<file path="src/rtl/multicycle_control_unit_if.sv">
// Control-unit <-> multi-cycle datapath bundle: opcode/flags/memory-ready in, per-state controls out.
// The master modport is the control unit; the slave modport is the datapath/memory side.
interface multicycle_control_unit_if #(
  parameter int OPCODE_W = 7,
  parameter int ALUOP_W  = 2
);
  logic [OPCODE_W-1:0] opcode;
  logic                zero;
  logic                mem_ready;

  logic                mem_read;
  logic                mem_write;
  logic                iord;
  logic                ir_write;
  logic                pc_write;
  logic                pc_src;
  logic                alu_src;
  logic                mem_to_reg;
  logic                reg_write;
  logic [ALUOP_W-1:0]  alu_op;
  logic [2:0]          state;
  logic                illegal_op;
  logic                timeout_err;

  modport master (
    input  opcode, zero, mem_ready,
    output mem_read, mem_write, iord, ir_write, pc_write, pc_src,
           alu_src, mem_to_reg, reg_write, alu_op, state,
           illegal_op, timeout_err
  );

  modport slave (
    output opcode, zero, mem_ready,
    input  mem_read, mem_write, iord, ir_write, pc_write, pc_src,
           alu_src, mem_to_reg, reg_write, alu_op, state,
           illegal_op, timeout_err
  );
endinterface

</file>
<file path="src/rtl/multicycle_control_unit.sv">
// RV32 multi-cycle control FSM (FETCH/DECODE/EXEC/MEM/WB/HALT); define PERF_CNT_EN for retired_cnt.
// CPI with mem_ready high: branch 3, R/I 4, store 4, load 5; FETCH/MEM stall on mem_ready, HALT on timeout.
module multicycle_control_unit #(
  parameter int OPCODE_W    = 7,
  parameter int ALUOP_W     = 2,
  parameter int MEM_TIMEOUT = 15,
  parameter int CNT_W       = 32
) (
  input  logic                       clk,
  input  logic                       reset,
  multicycle_control_unit_if.master  io_bus
`ifdef PERF_CNT_EN
  ,
  output logic [CNT_W-1:0]           retired_cnt
`endif
);

  typedef enum logic [2:0] {
    S_FETCH  = 3'd0,
    S_DECODE = 3'd1,
    S_EXEC   = 3'd2,
    S_MEM    = 3'd3,
    S_WB     = 3'd4,
    S_HALT   = 3'd5
  } state_t;

  localparam logic [OPCODE_W-1:0] OP_R      = OPCODE_W'(7'b0110011);
  localparam logic [OPCODE_W-1:0] OP_I      = OPCODE_W'(7'b0010011);
  localparam logic [OPCODE_W-1:0] OP_LOAD   = OPCODE_W'(7'b0000011);
  localparam logic [OPCODE_W-1:0] OP_STORE  = OPCODE_W'(7'b0100011);
  localparam logic [OPCODE_W-1:0] OP_BRANCH = OPCODE_W'(7'b1100011);

  localparam logic [ALUOP_W-1:0] ALU_ADD = ALUOP_W'(2'b00);
  localparam logic [ALUOP_W-1:0] ALU_SUB = ALUOP_W'(2'b01);
  localparam logic [ALUOP_W-1:0] ALU_R   = ALUOP_W'(2'b10);
  localparam logic [ALUOP_W-1:0] ALU_I   = ALUOP_W'(2'b11);

  localparam int              WAIT_W   = (MEM_TIMEOUT > 0) ? $clog2(MEM_TIMEOUT + 1) : 1;
  localparam logic [WAIT_W-1:0] WAIT_LIM = WAIT_W'(MEM_TIMEOUT);
  localparam logic            TMO_EN   = (MEM_TIMEOUT > 0);

  state_t              r_state;
  state_t              w_next;
  logic [WAIT_W-1:0]   r_wait_cnt;
  logic [OPCODE_W-1:0] r_op_q;
  logic                r_illegal_op;
  logic                r_timeout_err;

  logic                w_mem_read;
  logic                w_mem_write;
  logic                w_iord;
  logic                w_ir_write;
  logic                w_pc_write;
  logic                w_pc_src;
  logic                w_alu_src;
  logic                w_mem_to_reg;
  logic                w_reg_write;
  logic [ALUOP_W-1:0]  w_alu_op;
  logic                w_retire;
  logic                w_known;
  logic                w_waiting;
  logic                w_timeout;
  logic                w_op_load;
  logic                w_op_store;

  assign w_known = (io_bus.opcode == OP_R)     || (io_bus.opcode == OP_I)     ||
                   (io_bus.opcode == OP_LOAD)  || (io_bus.opcode == OP_STORE) ||
                   (io_bus.opcode == OP_BRANCH);

  assign w_op_load  = (r_op_q == OP_LOAD);
  assign w_op_store = (r_op_q == OP_STORE);

  // A stall cycle is any FETCH/MEM cycle where memory has not completed yet.
  assign w_waiting = ((r_state == S_FETCH) || (r_state == S_MEM)) && !io_bus.mem_ready;
  assign w_timeout = TMO_EN && w_waiting && (r_wait_cnt == WAIT_LIM);

  always_comb begin
    w_next       = r_state;
    w_mem_read   = 1'b0;
    w_mem_write  = 1'b0;
    w_iord       = 1'b0;
    w_ir_write   = 1'b0;
    w_pc_write   = 1'b0;
    w_pc_src     = 1'b0;
    w_alu_src    = 1'b0;
    w_mem_to_reg = 1'b0;
    w_reg_write  = 1'b0;
    w_alu_op     = ALU_ADD;
    w_retire     = 1'b0;

    case (r_state)
      S_FETCH: begin
        w_mem_read = 1'b1;
        if (io_bus.mem_ready) begin
          w_ir_write = 1'b1;
          w_pc_write = 1'b1;
          w_next     = S_DECODE;
        end else if (w_timeout) begin
          w_next = S_HALT;
        end
      end

      // Unknown opcodes fall back to FETCH; PC already advanced, so it acts as a NOP.
      S_DECODE: begin
        w_next = w_known ? S_EXEC : S_FETCH;
      end

      S_EXEC: begin
        case (r_op_q)
          OP_R: begin
            w_alu_op = ALU_R;
            w_next   = S_WB;
          end
          OP_I: begin
            w_alu_op  = ALU_I;
            w_alu_src = 1'b1;
            w_next    = S_WB;
          end
          OP_LOAD, OP_STORE: begin
            w_alu_op  = ALU_ADD;
            w_alu_src = 1'b1;
            w_next    = S_MEM;
          end
          OP_BRANCH: begin
            w_alu_op   = ALU_SUB;
            w_pc_src   = 1'b1;
            w_pc_write = io_bus.zero;
            w_retire   = 1'b1;
            w_next     = S_FETCH;
          end
          default: w_next = S_FETCH;
        endcase
      end

      S_MEM: begin
        w_iord      = 1'b1;
        w_mem_read  = w_op_load;
        w_mem_write = w_op_store;
        if (io_bus.mem_ready) begin
          w_retire = w_op_store;
          w_next   = w_op_load ? S_WB : S_FETCH;
        end else if (w_timeout) begin
          w_next = S_HALT;
        end
      end

      S_WB: begin
        w_reg_write  = 1'b1;
        w_mem_to_reg = w_op_load;
        w_retire     = 1'b1;
        w_next       = S_FETCH;
      end

      S_HALT: w_next = S_HALT;

      default: w_next = S_FETCH;
    endcase
  end

  always_ff @(posedge clk) begin
    if (reset) begin
      r_state       <= S_FETCH;
      r_wait_cnt    <= '0;
      r_op_q        <= '0;
      r_illegal_op  <= 1'b0;
      r_timeout_err <= 1'b0;
    end else begin
      r_state <= w_next;

      // Saturate so a disabled timeout never wraps the counter back to zero.
      if (w_next != r_state) begin
        r_wait_cnt <= '0;
      end else if (w_waiting && (r_wait_cnt != '1)) begin
        r_wait_cnt <= r_wait_cnt + 1'b1;
      end

      if (r_state == S_DECODE) begin
        r_op_q <= io_bus.opcode;
        if (!w_known) begin
          r_illegal_op <= 1'b1;
        end
      end

      if (w_timeout) begin
        r_timeout_err <= 1'b1;
      end
    end
  end

`ifdef PERF_CNT_EN
  always_ff @(posedge clk) begin
    if (reset) begin
      retired_cnt <= '0;
    end else if (w_retire) begin
      retired_cnt <= retired_cnt + 1'b1;
    end
  end
`endif

  // Reset forces every control low so an interrupted store/load cannot complete.
  assign io_bus.mem_read    = w_mem_read   & ~reset;
  assign io_bus.mem_write   = w_mem_write  & ~reset;
  assign io_bus.iord        = w_iord       & ~reset;
  assign io_bus.ir_write    = w_ir_write   & ~reset;
  assign io_bus.pc_write    = w_pc_write   & ~reset;
  assign io_bus.pc_src      = w_pc_src     & ~reset;
  assign io_bus.alu_src     = w_alu_src    & ~reset;
  assign io_bus.mem_to_reg  = w_mem_to_reg & ~reset;
  assign io_bus.reg_write   = w_reg_write  & ~reset;
  assign io_bus.alu_op      = reset ? ALU_ADD : w_alu_op;
  assign io_bus.state       = r_state;
  assign io_bus.illegal_op  = r_illegal_op;
  assign io_bus.timeout_err = r_timeout_err;

endmodule

</file>
<file path="src/flat_wrapper.sv">
// flat-port wrapper written by rule: the top's interface ports become plain ports
module multicycle_control_unit_flat 
#(
  parameter int OPCODE_W    = 7,
  parameter int ALUOP_W     = 2,
  parameter int MEM_TIMEOUT = 15,
  parameter int CNT_W       = 32
)
  (clk, reset, io_bus_opcode, io_bus_zero, io_bus_mem_ready, io_bus_mem_read, io_bus_mem_write, io_bus_iord, io_bus_ir_write, io_bus_pc_write, io_bus_pc_src, io_bus_alu_src, io_bus_mem_to_reg, io_bus_reg_write, io_bus_alu_op, io_bus_state, io_bus_illegal_op, io_bus_timeout_err);
  multicycle_control_unit_if #(.OPCODE_W(OPCODE_W), .ALUOP_W(ALUOP_W)) io_bus_i ();
  input  logic clk;
  input  logic reset;
  input wire logic [$bits(io_bus_i.opcode)-1:0] io_bus_opcode;
  input wire logic [$bits(io_bus_i.zero)-1:0] io_bus_zero;
  input wire logic [$bits(io_bus_i.mem_ready)-1:0] io_bus_mem_ready;
  output wire logic [$bits(io_bus_i.mem_read)-1:0] io_bus_mem_read;
  output wire logic [$bits(io_bus_i.mem_write)-1:0] io_bus_mem_write;
  output wire logic [$bits(io_bus_i.iord)-1:0] io_bus_iord;
  output wire logic [$bits(io_bus_i.ir_write)-1:0] io_bus_ir_write;
  output wire logic [$bits(io_bus_i.pc_write)-1:0] io_bus_pc_write;
  output wire logic [$bits(io_bus_i.pc_src)-1:0] io_bus_pc_src;
  output wire logic [$bits(io_bus_i.alu_src)-1:0] io_bus_alu_src;
  output wire logic [$bits(io_bus_i.mem_to_reg)-1:0] io_bus_mem_to_reg;
  output wire logic [$bits(io_bus_i.reg_write)-1:0] io_bus_reg_write;
  output wire logic [$bits(io_bus_i.alu_op)-1:0] io_bus_alu_op;
  output wire logic [$bits(io_bus_i.state)-1:0] io_bus_state;
  output wire logic [$bits(io_bus_i.illegal_op)-1:0] io_bus_illegal_op;
  output wire logic [$bits(io_bus_i.timeout_err)-1:0] io_bus_timeout_err;
  assign io_bus_i.opcode = io_bus_opcode;
  assign io_bus_i.zero = io_bus_zero;
  assign io_bus_i.mem_ready = io_bus_mem_ready;
  assign io_bus_mem_read = io_bus_i.mem_read;
  assign io_bus_mem_write = io_bus_i.mem_write;
  assign io_bus_iord = io_bus_i.iord;
  assign io_bus_ir_write = io_bus_i.ir_write;
  assign io_bus_pc_write = io_bus_i.pc_write;
  assign io_bus_pc_src = io_bus_i.pc_src;
  assign io_bus_alu_src = io_bus_i.alu_src;
  assign io_bus_mem_to_reg = io_bus_i.mem_to_reg;
  assign io_bus_reg_write = io_bus_i.reg_write;
  assign io_bus_alu_op = io_bus_i.alu_op;
  assign io_bus_state = io_bus_i.state;
  assign io_bus_illegal_op = io_bus_i.illegal_op;
  assign io_bus_timeout_err = io_bus_i.timeout_err;
  multicycle_control_unit #(.OPCODE_W(OPCODE_W), .ALUOP_W(ALUOP_W), .MEM_TIMEOUT(MEM_TIMEOUT), .CNT_W(CNT_W)) u_core (.clk(clk), .reset(reset), .io_bus(io_bus_i));
endmodule
</file>
<file path="config.mk">
export PLATFORM = sky130hd
export DESIGN_NAME = multicycle_control_unit_flat
export DESIGN_NICKNAME = d
export VERILOG_FILES = /design/src/rtl/multicycle_control_unit_if.sv /design/src/rtl/multicycle_control_unit.sv /design/src/flat_wrapper.sv
export SDC_FILE = /design/constraint.sdc
export NUM_CORES = 1
export LEC_CHECK = 0
export BUFFER_PORTS_ARGS = -buffer_cell sky130_fd_sc_hd__buf_2
export CAP_MARGIN = 20
export CORE_MARGIN = 2
export CORE_UTILIZATION = 45
export CTS_BUF_LIST = sky130_fd_sc_hd__clkbuf_4 sky130_fd_sc_hd__clkbuf_8
export DETAILED_ROUTE_END_ITERATION = 10
export PLACE_DENSITY = 0.73
export SLEW_MARGIN = 40
export SYNTH_ARGS = -nofsm -noshare
export SYNTH_HDL_FRONTEND = slang
export SYNTH_SLANG_ARGS = --single-unit
</file>
<file path="constraint.sdc">
create_clock -name clk -period 1.8 [get_ports clk]
set_input_delay 0.09 -clock clk [delete_from_list [all_inputs] [get_ports clk]]
set_output_delay 0.09 -clock clk [all_outputs]
set_load 0.005 [all_outputs]
</file>
=== Word level (Yosys, flattened, before mapping) ===
Index checks and enable logic that the tools add are counted.

* Equal/unequal tests: 18
* Multiplexer cells: 23
* $add $sub $neg: 1
* Bitwise gates (word level): 11
* Reduce and logical (&&, ||, !) cells: 15

{| class="wikitable"
|+ Operators by type and width
! operator !! number
|-
| $eq 7x6->1 const B || 4
|-
| $pmux 3 s5 || 1
|-
| $eq 7x2->1 const B || 2
|-
| $eq 7x5->1 const B || 2
|-
| $eq 7x7->1 const B || 2
|-
| $mux 3 || 4
|-
| $mux 1 || 11
|-
| $and 1x1->1 || 9
|-
| $eq 3x2->1 const B || 2
|-
| $eq 3x3->1 const B || 2
|-
| $mux 2 || 3
|-
| $pmux 2 s3 || 1
|-
| $pmux 3 s2 || 1
|-
| $reduce_or 2->1 || 3
|-
| $logic_or 1x1->1 || 5
|-
| $add 4x1->4 const B || 1
|-
| $eq 4x4->1 const B || 1
|-
| $ne 4x4->1 const B || 1
|-
| $pmux 1 s2 || 2
|-
| $eq 3x1->1 const B || 1
|-
| $logic_and 1x1->1 || 3
|-
| $logic_not 3->1 || 1
|-
| $ne 3x3->1 || 1
|-
| $reduce_or 3->1 || 1
|-
| 3 further kinds || 4
|}

* Logic and storage cells: 73
* Output and inout port bits: 16
* Register bits: 16
* Bits of input ports: 11

=== Longest topological paths before layout ===
* Depth in word-level cells: 9
* Gate-level depth with buffers: 5
* Mapped depth without buffers: 5

=== Worst setup path before layout ===
Ideal clock, no wire load.

* Kind: reg-to-output
* Start point: register u_core.r_op_q[3]
* End point: output port io_bus_alu_src
* Buffers on the path: 0
* Cell stages (with the launch flop): 4
* Arrival: 1249 ps
* Slack: 461 ps
* Required time: 1710 ps
* Cells stage by stage: dfxtp_1 > nand4bb_4 > or4_4 > a211oi_2

* Longest elaborated chain between the ends: 5
* Elaborated cells on any way between the ends: 7
* Those cells by class: eq/ne (3); mux (2); bitwise (1); reduce/logical (1)

{| class="wikitable"
|+ Ends and longest elaborated chain
! element !! line !! text
|-
| start, declared || multicycle_control_unit.sv:45 || <nowiki>logic [OPCODE_W-1:0] r_op_q;</nowiki>
|-
| start signal, assigned || multicycle_control_unit.sv:178 || <nowiki>r_op_q <= io_bus.opcode;</nowiki>
|-
| $eq 7x5->1 (tied with other cells) || multicycle_control_unit.sv:109 || <nowiki>case (r_op_q)</nowiki>
|-
| $reduce_or 3->1 (no line) (*) || - ||
|-
| $mux 1 (*) || multicycle_control_unit.sv:109 ||
|-
| $mux 1 (*) || multicycle_control_unit.sv:91 || <nowiki>case (r_state)</nowiki>
|-
| $and 1x1->1 (*) || multicycle_control_unit.sv:207 || <nowiki>assign io_bus.alu_src = w_alu_src & ~reset;</nowiki>
|-
| end, declared || flat_wrapper.sv:22 || <nowiki>output wire logic [$bits(io_bus_i.alu_src)-1:0] io_bus_alu_src;</nowiki>
|}

Mark *: on every way between the ends. The rest lies on a longest branch, timed or not.

=== Final worst setup path ===
* Start point: register u_core.r_op_q[3]
* End point: output port io_bus_mem_read

* Longest elaborated chain between the ends: 3

{| class="wikitable"
|+ Ends and longest elaborated chain
! element !! line !! text
|-
| $eq 7x2->1 || multicycle_control_unit.sv:70 || <nowiki>assign w_op_load = (r_op_q == OP_LOAD);</nowiki>
|-
| $pmux 1 s2 || multicycle_control_unit.sv:91 ||
|-
| $and 1x1->1 || multicycle_control_unit.sv:201 || <nowiki>assign io_bus.mem_read = w_mem_read & ~reset;</nowiki>
|-
| end, declared || flat_wrapper.sv:16 || <nowiki>output wire logic [$bits(io_bus_i.mem_read)-1:0] io_bus_mem_read;</nowiki>
|}

No other way between the ends.

==> results.sh <==
export IMPL_status="finished, final reports clean"
export IMPL_diodes=0
export IMPL_die_w_um=49.6
export IMPL_numCtsBuffers=3
export IMPL_netlist_instances=106
export IMPL_dpl_hpwl_um=1480
export IMPL_place_congestion=0.814
export IMPL_antenna_found_initial=0
export IMPL_cts_tree="done"
export IMPL_port_buffers=26
export IMPL_dr_pass1_iters=4
export IMPL_crit_slowest_cell="or3_1"
export IMPL_clk_pin_slew_worst_paths_ns=0.09
export IMPL_min_period_ns=1.77
export IMPL_initial_core_util_pct=47.8
export IMPL_setup_ws_ns=0.0270
export IMPL_finalSetupViolations=0
export IMPL_ioPinCount=27
export IMPL_htreeDepth=1
export IMPL_grt_max_degree=18
export IMPL_final_hold_violation_count=0
export IMPL_crit_arrival_ns=1.68
export IMPL_post_route_period_util_pct=98.5
export IMPL_synth_warning_count=0
export IMPL_post_dp_cell_area_mm2=0.00109
export IMPL_seq_area_frac_synth_pct=34.2
export IMPL_rows=16
export IMPL_viasPerCell=5.48
export IMPL_timing_worst_setup_path_type="flip-flop to output pin"
export IMPL_cpPeakStageDelay_ns=0.41
export IMPL_grt_pass1_vias=711
export IMPL_drt_wl_total_um=1990
export IMPL_cp_cell_sequence="nand4bb_4 > or3_1 > nor3_1 > o21a_1 > buf_2"
export IMPL_totalPowerFinal_mw=0.713
export IMPL_clockBufferDepth=2
export IMPL_area_growth_synth_to_final_pct=21.9
export IMPL_crit_path_end_kind="output pin"
export IMPL_grt_usage_pct=17.0
export IMPL_rsz0062_at_grt="true"
export IMPL_async_reset_ff_share_pct=0
export IMPL_ant_nets=0
export IMPL_power_density_mw_per_mm2=624
export IMPL_path_buf_inv=1
export IMPL_final_nets=146
export IMPL_avgSynthCellArea_um2=8.84
export IMPL_synth_cell_types=37
export IMPL_initialDrtViolationCount=21
export IMPL_ys_flop_type="dfxtp_1"
export IMPL_min_path_type="input port to flip-flop"
export IMPL_syn_area_um2=937
export IMPL_clock_skew_ns=0.00643
export IMPL_irDropWorstVdd_v=0.000346
export IMPL_die_area_mm2=0.00246
export IMPL_die_h_um=49.6
export IMPL_core_area_mm2=0.00196
export IMPL_drive_gt1_share_pct=33.1
export IMPL_vias=876
export IMPL_fmax_mhz=564
export IMPL_r2r_slack_ns=0.32
export IMPL_synth_seq_cells=16
export IMPL_wl_per_cell_um=12.4
export IMPL_place_ws_ns=0.228
export IMPL_cp_start_kind="flip-flop"
export IMPL_syn_nets=118
export IMPL_final_area_mm2=0.00114
export IMPL_worst_pin_slew_ns=0.463
export IMPL_crit_required_ns=1.71
export IMPL_grt_pass1_wl_um=3290
export IMPL_slew_viol_final=0
export IMPL_clock_sinks=16
export IMPL_clk_latency_ns=0.29
export IMPL_grt_ovfl_total=0
export IMPL_crit_path_max_fanout=5
export IMPL_maxCapViolCount=0
export IMPL_cts_root_buf="clkbuf_4"
export IMPL_synth_edff_count=0
export IMPL_drc=0
export IMPL_relSlewSlack_pct=69.1
export IMPL_ctsHoldBuffers=0
export IMPL_leakage_nw=0.459
export IMPL_cp_top_family="simple AND/OR/NAND/NOR gates"
==> through the flow <==
step / hold slack (ns) / instances / util, % / setup TNS [ns]
final: 0.0469 / 160 / 58.2 / 0
after detailed placement: 0.349 / 155 / 55.5 / 0
after global placement: 0.342 / 155 / 55.5 / 0
after global routing: 0.0627 / 160 / 58.2 / -0.116
after floorplan: 0.237 / 106 / - / 0
after CTS: 0.0482 / 160 / 58.0 / 0
==> report_power, final <==
group	total [mW]	internal, mW	switching (mW)
Sequential	0.377	0.364	0.0123
Clock	0.237	0.123	0.114
Combinational	0.0992	0.0462	0.0530
==> worst paths after layout <==
| kind | start | end | cells after the start |
|---|---|---|---|
| worst min-delay path | io_bus_opcode[0] | u_core.r_op_q[0] | 3 |
| worst min register to register | u_core.r_op_q[3] | u_core.r_op_q[3] | 2 |
| worst max register to register | u_core.io_bus.state[0] | u_core.r_wait_cnt[2] | 5 |
| worst max-delay path | u_core.r_op_q[3] | io_bus_mem_read | 5 |
==> layout by cell type, fill, tap and decap left out, drive strengths merged, types with 4 or more instances in the layout <==
cell     n
buf     29
clkbuf   4
dfxtp   16
mux2i    9
nand2b   4
nor2    21
nor3     6
==> logic make-up (layout without fill, tap and decap cells) <==
logic type / after synthesis / in the layout / share of synthesized area, %
xor+xnor: 2 / 2 / 1.87
flops: 16 / 16 / 34.2
simple gates: 52 / 52 / 32.0
fa+ha+maj: 1 / 1 / 1.33
mux: 9 / 9 / 9.61
compound gates: 19 / 19 / 17.8
buf+inv: 7 / 34 / 3.20
==> area by class of cell <==
class	count	area [um^2]
flip-flops and latches	16	329
multi-input cells	83	587
fillers	200	820
repair buffers	29	153
inverters	1	3.75
clock buffers	4	36.3
well taps	27	33.8
==> registers in the layout, summed over array words and instances, names as in the netlist <==
| name | count |
|---|---|
| u_core.r_wait_cnt | 4 |
| u_core.io_bus.state | 3 |
| u_core.io_bus.timeout_err | 1 |
| u_core.r_op_q | 7 |
| u_core.io_bus.illegal_op | 1 |
==> timing repair <==
action	4_1_cts	5_1_grt
endpoints found under the hold margin	0	0
setup endpoints to repair	1	3
gates resized for setup	3	2
setup buffers	1	0
pin swaps	1	0
==> Yosys cell counts (all sizes together) (3+ instances only) <==
cell type | count | area, um^2
clkbuf | 3 | 11.3
nor3 | 6 | 30.0
mux2i | 9 | 90.1
nand2 | 3 | 11.3
buf | 3 | 15.0
a21oi | 3 | 15.0
nand2b | 4 | 32.5
dfxtp | 16 | 320
nand3 | 3 | 15.0
nor2 | 21 | 81.3
o31a | 3 | 26.3
nand3b | 3 | 22.5
==> worst min-delay path, delay by kind of cell <==
kind                   cells  cell delay [ns]
buffers and inverters      1             0.09
multiplexers               1             0.06
AND/OR/NAND/NOR            1             0.07
==> layer usage <==
metal	vias up	GRT usage [%]	part of all wire, %
li1	445	-	-
met1	398	24.5	52
met2	28	24.0	40
met3	5	3.03	5.3
met4	0	8.33	2.1
met5	-	0	0
Power figures use the tool's default switching activity.
